File: config.mk
export PLATFORM = sky130hd
export DESIGN_NAME = lifo_arbiter
export DESIGN_NICKNAME = d
export VERILOG_FILES = /design/src/rtl/lifo_arb_pkg.sv /design/src/rtl/rr_arbiter.sv /design/src/rtl/lifo_arbiter.sv
export SDC_FILE = /design/constraint.sdc
export NUM_CORES = 1
export LEC_CHECK = 0
export CELL_PAD_IN_SITES_DETAIL_PLACEMENT = 1
export CELL_PAD_IN_SITES_GLOBAL_PLACEMENT = 2
export CORE_ASPECT_RATIO = 1.1
export CORE_MARGIN = 3
export CORE_UTILIZATION = 23
export DETAILED_ROUTE_END_ITERATION = 10
export PLACE_DENSITY = 0.87
export SLEW_MARGIN = 20
export SYNTH_ARGS = -nofsm -noshare
export SYNTH_HDL_FRONTEND = slang
export SYNTH_SLANG_ARGS = --single-unit
File: constraint.sdc
create_clock -name clk_i -period 4.95 [get_ports clk_i]
set_clock_uncertainty 0.2 [all_clocks]
set_input_delay 0.99 -clock clk_i [delete_from_list [all_inputs] [get_ports clk_i]]
set_output_delay 0.99 -clock clk_i [all_outputs]
set_load 0.01 [all_outputs]
File: src/rtl/lifo_arb_pkg.sv
// rtl/lifo_arb_pkg.sv - shared state and op encodings for the LIFO arbiter
package lifo_arb_pkg;

   typedef enum logic [1:0] {
      INIT  = 2'd0,
      RUN   = 2'd1,
      FLUSH = 2'd2
   } state_e;

   localparam logic OP_PUSH = 1'b0;
   localparam logic OP_POP  = 1'b1;

endpackage

File: src/rtl/rr_arbiter.sv
// rtl/rr_arbiter.sv - combinational round-robin pick starting one past the pointer
module rr_arbiter
   import lifo_arb_pkg::*;
#(
   parameter int NREQ = 2,
   parameter int IW   = (NREQ > 1) ? $clog2(NREQ) : 1
) (
   input  logic [NREQ-1:0] eligible_i,
   input  logic [IW-1:0]   ptr_i,
   output logic [NREQ-1:0] grant_o,
   output logic [IW-1:0]   idx_o
);

   logic          found;
   logic [IW-1:0] cand;

   // Walk NREQ candidates in rotated order; the pointer itself is tried last.
   always_comb begin
      grant_o = '0;
      idx_o   = '0;
      found   = 1'b0;
      cand    = '0;
      for (int i = 1; i <= NREQ; i++) begin
         cand = IW'((int'(ptr_i) + i) % NREQ);
         if (!found && eligible_i[cand]) begin
            found          = 1'b1;
            grant_o[cand]  = 1'b1;
            idx_o          = cand;
         end
      end
   end

endmodule

File: src/rtl/lifo_arbiter.sv
// rtl/lifo_arbiter.sv - round-robin sharing of one LIFO between NREQ push/pop requesters
module lifo_arbiter
   import lifo_arb_pkg::*;
#(
   parameter int NREQ   = 2,
   parameter int DWIDTH = 8,
   parameter int AWIDTH = 3
) (
   input  logic                   clk_i,
   input  logic                   arst_n_i,
   input  logic                   flush_i,
   input  logic [NREQ-1:0]        req_valid_i,
   input  logic [NREQ-1:0]        req_op_i,
   input  logic [NREQ*DWIDTH-1:0] req_data_i,
   output logic [NREQ-1:0]        req_ready_o,
   output logic [NREQ-1:0]        rsp_valid_o,
   output logic [DWIDTH-1:0]      rsp_data_o,
   output logic [AWIDTH:0]        count_o,
   output logic                   lifo_srst_o,
   output logic                   lifo_wrreq_o,
   output logic                   lifo_rdreq_o,
   output logic [DWIDTH-1:0]      lifo_data_o,
   input  logic [DWIDTH-1:0]      lifo_q_i
);

   localparam int              IW      = (NREQ > 1) ? $clog2(NREQ) : 1;
   localparam logic [AWIDTH:0] DEPTH   = (AWIDTH+1)'(2**AWIDTH);
   localparam logic [IW-1:0]   PTR_RST = IW'(NREQ-1);

   state_e            state_q;
   logic [AWIDTH:0]   count_q;
   logic [AWIDTH:0]   count_d;
   logic [IW-1:0]     ptr_q;
   logic              srst_q;
   logic [NREQ-1:0]   rsp_pend_q;
   logic [DWIDTH-1:0] rsp_hold_q;

   logic              grant_en;
   logic [NREQ-1:0]   elig;
   logic [NREQ-1:0]   gnt;
   logic [IW-1:0]     gnt_idx;
   logic              gnt_any;
   logic              gnt_pop;
   logic [DWIDTH-1:0] push_data;

   // Eligibility uses the local count so full/empty never lags the LIFO flags.
   always_comb begin
      grant_en = (state_q == RUN) && !flush_i && !srst_q;
      elig     = '0;
      for (int k = 0; k < NREQ; k++) begin
         elig[k] = grant_en && req_valid_i[k] &&
                   ((req_op_i[k] == OP_PUSH) ? (count_q < DEPTH) : (count_q != '0));
      end
   end

   rr_arbiter #(
      .NREQ (NREQ),
      .IW   (IW)
   ) u_rr (
      .eligible_i (elig),
      .ptr_i      (ptr_q),
      .grant_o    (gnt),
      .idx_o      (gnt_idx)
   );

   always_comb begin
      push_data = '0;
      for (int k = 0; k < NREQ; k++) begin
         if (k == int'(gnt_idx)) begin
            push_data = req_data_i[k*DWIDTH +: DWIDTH];
         end
      end
   end

   assign gnt_any      = |gnt;
   assign gnt_pop      = gnt_any && (req_op_i[gnt_idx] == OP_POP);
   assign req_ready_o  = gnt;
   assign lifo_wrreq_o = gnt_any && !gnt_pop;
   assign lifo_rdreq_o = gnt_pop;
   assign lifo_data_o  = lifo_wrreq_o ? push_data : '0;
   assign lifo_srst_o  = srst_q;
   assign count_o      = count_q;
   assign rsp_valid_o  = rsp_pend_q;
   assign rsp_data_o   = (|rsp_pend_q) ? lifo_q_i : rsp_hold_q;

   always_comb begin
      count_d = count_q;
      if (lifo_wrreq_o) begin
         count_d = count_q + 1'b1;
      end else if (lifo_rdreq_o) begin
         count_d = count_q - 1'b1;
      end
   end

   always_ff @(posedge clk_i or negedge arst_n_i) begin
      if (!arst_n_i) begin
         state_q    <= INIT;
         count_q    <= '0;
         ptr_q      <= PTR_RST;
         srst_q     <= 1'b1;
         rsp_pend_q <= '0;
         rsp_hold_q <= '0;
      end else begin
         rsp_pend_q <= gnt_pop ? gnt : '0;
         if (|rsp_pend_q) begin
            rsp_hold_q <= lifo_q_i;
         end
         if (gnt_any) begin
            ptr_q <= gnt_idx;
         end
         case (state_q)
            INIT: begin
               state_q <= RUN;
               srst_q  <= 1'b0;
            end
            RUN: begin
               if (flush_i) begin
                  state_q <= FLUSH;
                  srst_q  <= 1'b1;
                  count_q <= '0;
               end else begin
                  count_q <= count_d;
               end
            end
            FLUSH: begin
               state_q <= RUN;
               srst_q  <= 1'b0;
            end
            default: begin
               state_q <= INIT;
               srst_q  <= 1'b1;
               count_q <= '0;
            end
         endcase
      end
   end

endmodule

==> flow_metrics.env <==
export IMPL_final_common_cell="clkdlybuf4s50_1"
export IMPL_numCtsBuffers=3
export IMPL_htreeDepth=1
export IMPL_finalCritPeriodShare_pct=95.8
export IMPL_post_dp_cell_area_sq_mm=0.00168
export IMPL_clk_latency_ps=250
export IMPL_overflow=0
export IMPL_final_cell_mix="57 x clkdlybuf4s50_1, 16 x dfrtp_1, 11 x nand3_1, 8 x mux2_2, 8 x a21oi_1"
export IMPL_vias_per_cell=4.83
export IMPL_die_area_sq_mm=0.00555
export IMPL_synth_nets=140
export IMPL_power_density_mw_per_mm2=373
export IMPL_hpwlAfterDp_microns=2570
export IMPL_yosysUniqueCellTypes=37
export IMPL_ir_drop_mv=0.0949
export IMPL_synth_warnings=0
export IMPL_grt_total_usage_pct=11.3
export IMPL_dp_slack_ps=184
export IMPL_core_area_sq_mm=0.00441
export IMPL_vias=1044
export IMPL_synth_compound_area_share_pct=14.6
export IMPL_wl_microns=3120
export IMPL_synth_mux_area_share_pct=8.35
export IMPL_p_comb_share_pct=46.7
export IMPL_cts_tree="yes"
export IMPL_synth_simple_area_share_pct=23.3
export IMPL_grt_pass1_wl_microns=5110
export IMPL_p_leak_nw=0.696
export IMPL_finalCriticalPeriod_ps=4740
export IMPL_cts_max_path_buffers=2
export IMPL_ios=58
export IMPL_initial_core_util_pct=24.5
export IMPL_fmax_mhz=211
export IMPL_ys_seq_area_share_pct=42.0
export IMPL_path_class="in -> out"
export IMPL_cts_sinks=18
export IMPL_final_nets=197
export IMPL_die_w_microns=71.3
export IMPL_final_setup_tns_ps=0
export IMPL_setup_slack_ps=209
export IMPL_clock_power_share_pct=17.9
export IMPL_instances_no_fill=216
export IMPL_crit_fanout=17
export IMPL_dp_cells=212
export IMPL_end_kind="output pin"
export IMPL_status="finished clean"
export IMPL_startpoint_type="input pin"
export IMPL_finalMaxSlewViolations=0
export IMPL_intPower_uw=448
export IMPL_rsz0062_at_grt="no"
export IMPL_p_sw_uw=200
export IMPL_final_area_sq_mm=0.00174
export IMPL_worstPathRequired_ps=3760
export IMPL_hp_class="reg -> reg"
export IMPL_power_frac_seq_pct=35.3
export IMPL_maxSlewHeadroom_pct=45.4
export IMPL_postCtsHoldBufs=0
export IMPL_post_cts_resized=0
export IMPL_synth_cells=106
export IMPL_wl_per_cell_microns=14.4
export IMPL_drive_above_1_share_pct=13.6
export IMPL_dr_pass1_iters=4
export IMPL_area_delta_synth_final_pct=61.1
export IMPL_synth_seq_cells=18
export IMPL_finalPower_uw=648
export IMPL_worst_pin_slew_ps=817
export IMPL_grt_pass1_vias=1169
export IMPL_clk_pin_slew_ps=70
export IMPL_netlist_area_sq_mm=0.00108
export IMPL_antennaDiodeCount=0
export IMPL_synth_top_family_by_area="simple AND/OR/NAND/NOR gates"
export IMPL_drtIter0Drc=26
export IMPL_postSynthAreaPerCell_sq_um=10.2
export IMPL_rows=25
export IMPL_cap_violations=0
export IMPL_hold_violations=0
export IMPL_final_core_util_pct=39.4
export IMPL_antenna_left=0
export IMPL_setup_viol=0
export IMPL_dieHeight_microns=77.8
export IMPL_synthAdderAreaFrac_pct=4.18
export IMPL_crit_arrival_ps=3550
export IMPL_whs_ps=255
export IMPL_cts_setup_buffers=0
export IMPL_drc=0
export IMPL_portBuffers=57
export IMPL_synthXorXnorAreaFrac_pct=1.62
export IMPL_root_buffer="clkbuf_8"
export IMPL_grt_max_degree=21
export IMPL_antenna_found_initial=0
export IMPL_p_sw_share_pct=30.8
export IMPL_place_congestion=0.736
per-layer routing:
| layer | vias to the layer above | track usage, % | routed length, microns |
|---|---|---|---|
| met2 | 59 | 20.2 | 1470 |
| met1 | 491 | 11.8 | 1240 |
| li1 | 490 | - | - |
| met5 | - | 0 | 0 |
| met3 | 4 | 5.31 | 391 |
| met4 | 0 | 2.82 | 22 |
final timing paths:
path	depth (start not counted)	to	slack, ps	start
max in group asynchronous	1	rsp_hold_q[5]	3030	arst_n_i
setup reg to reg	11	count_o[3]	1420	count_o[1]
min in group asynchronous	1	rsp_hold_q[0]	1010	arst_n_i
setup / recovery	8	lifo_data_o[2]	210	flush_i
hold / removal	1	state_q[1]	260	state_q[1]
hold reg to reg	1	state_q[1]	260	state_q[1]
power groups by stage:
| stage | registers [mW] | logic [mW] | clock network (mW) |
|---|---|---|---|
| 3_3_place_gp | 0.229 | 0.299 | 0 |
| 2_1_floorplan | 0.228 | 0.155 | 0 |
| 6_report | 0.229 | 0.303 | 0.116 |
| 3_5_place_dp | 0.232 | 0.308 | 0 |
| 5_1_grt | 0.238 | 0.331 | 0.128 |
| 4_1_cts | 0.230 | 0.310 | 0.121 |
worst max-delay path, cell delays in order:
cell and delay [ps]:
clkdlybuf4s50_1 450, nor4b_1 340, buf_4 190, o2111ai_1 170
or2_1 450, nand3b_1 250, a21oi_1 150, clkdlybuf4s50_1 560
final cells by class:
cell class,instances,area [sq um]
fillers,504,2670
well taps,54,67.6
flip-flops and latches,18,453
repair buffers,58,578
clock buffers,4,55.1
inverters,6,22.5
multi-input cells,76,562
cells by family (layout without fill, tap and decap cells):
group                    after synthesis  after routing
XOR/XNOR                               2              2
AND/OR/NAND/NOR                       39             39
flip-flops                            18             18
multiplexers                           8              8
adder cells (fa/ha/maj)                3              3
AO/OA/AOI/OAI                         24             24
buffers and inverters                 12             68
state kept, by name, indices dropped and copies added, names as in the netlist:
name	count
state_q	2
rsp_hold_q	8
lifo_srst_o	1
rsp_valid_o	2
count_o	4
ptr_q	1
Yosys cell counts (all sizes together):
cell type | instances | area share, %
or2 | 1 | 0.58
buf | 5 | 3.5
and3 | 1 | 0.58
nand2b | 2 | 1.2
fa | 1 | 1.9
dfstp | 2 | 4.9
nand2 | 2 | 0.70
and2b | 1 | 0.70
a21o | 1 | 0.81
or2b | 1 | 0.70
mux2 | 8 | 8.4
o21ai | 6 | 2.8
inv | 6 | 2.1
nand3 | 11 | 5.1
or3 | 1 | 1.0
clkbuf | 1 | 0.35
and2 | 1 | 0.81
o2111a | 1 | 1.0
nand3b | 8 | 6.7
a21oi | 9 | 4.5
nor3 | 1 | 0.46
nor2b | 2 | 1.2
ha | 2 | 2.3
o2111ai | 2 | 1.6
a21bo | 1 | 0.93
nor2 | 5 | 1.7
a211oi | 1 | 0.70
a211o | 1 | 0.81
nor4b | 1 | 0.81
or4 | 1 | 1.0
xor2 | 1 | 0.81
o211ai | 2 | 1.4
dfrtp | 16 | 37
xnor2 | 1 | 0.81
No activity file was read; power rests on OpenSTA's default activity.
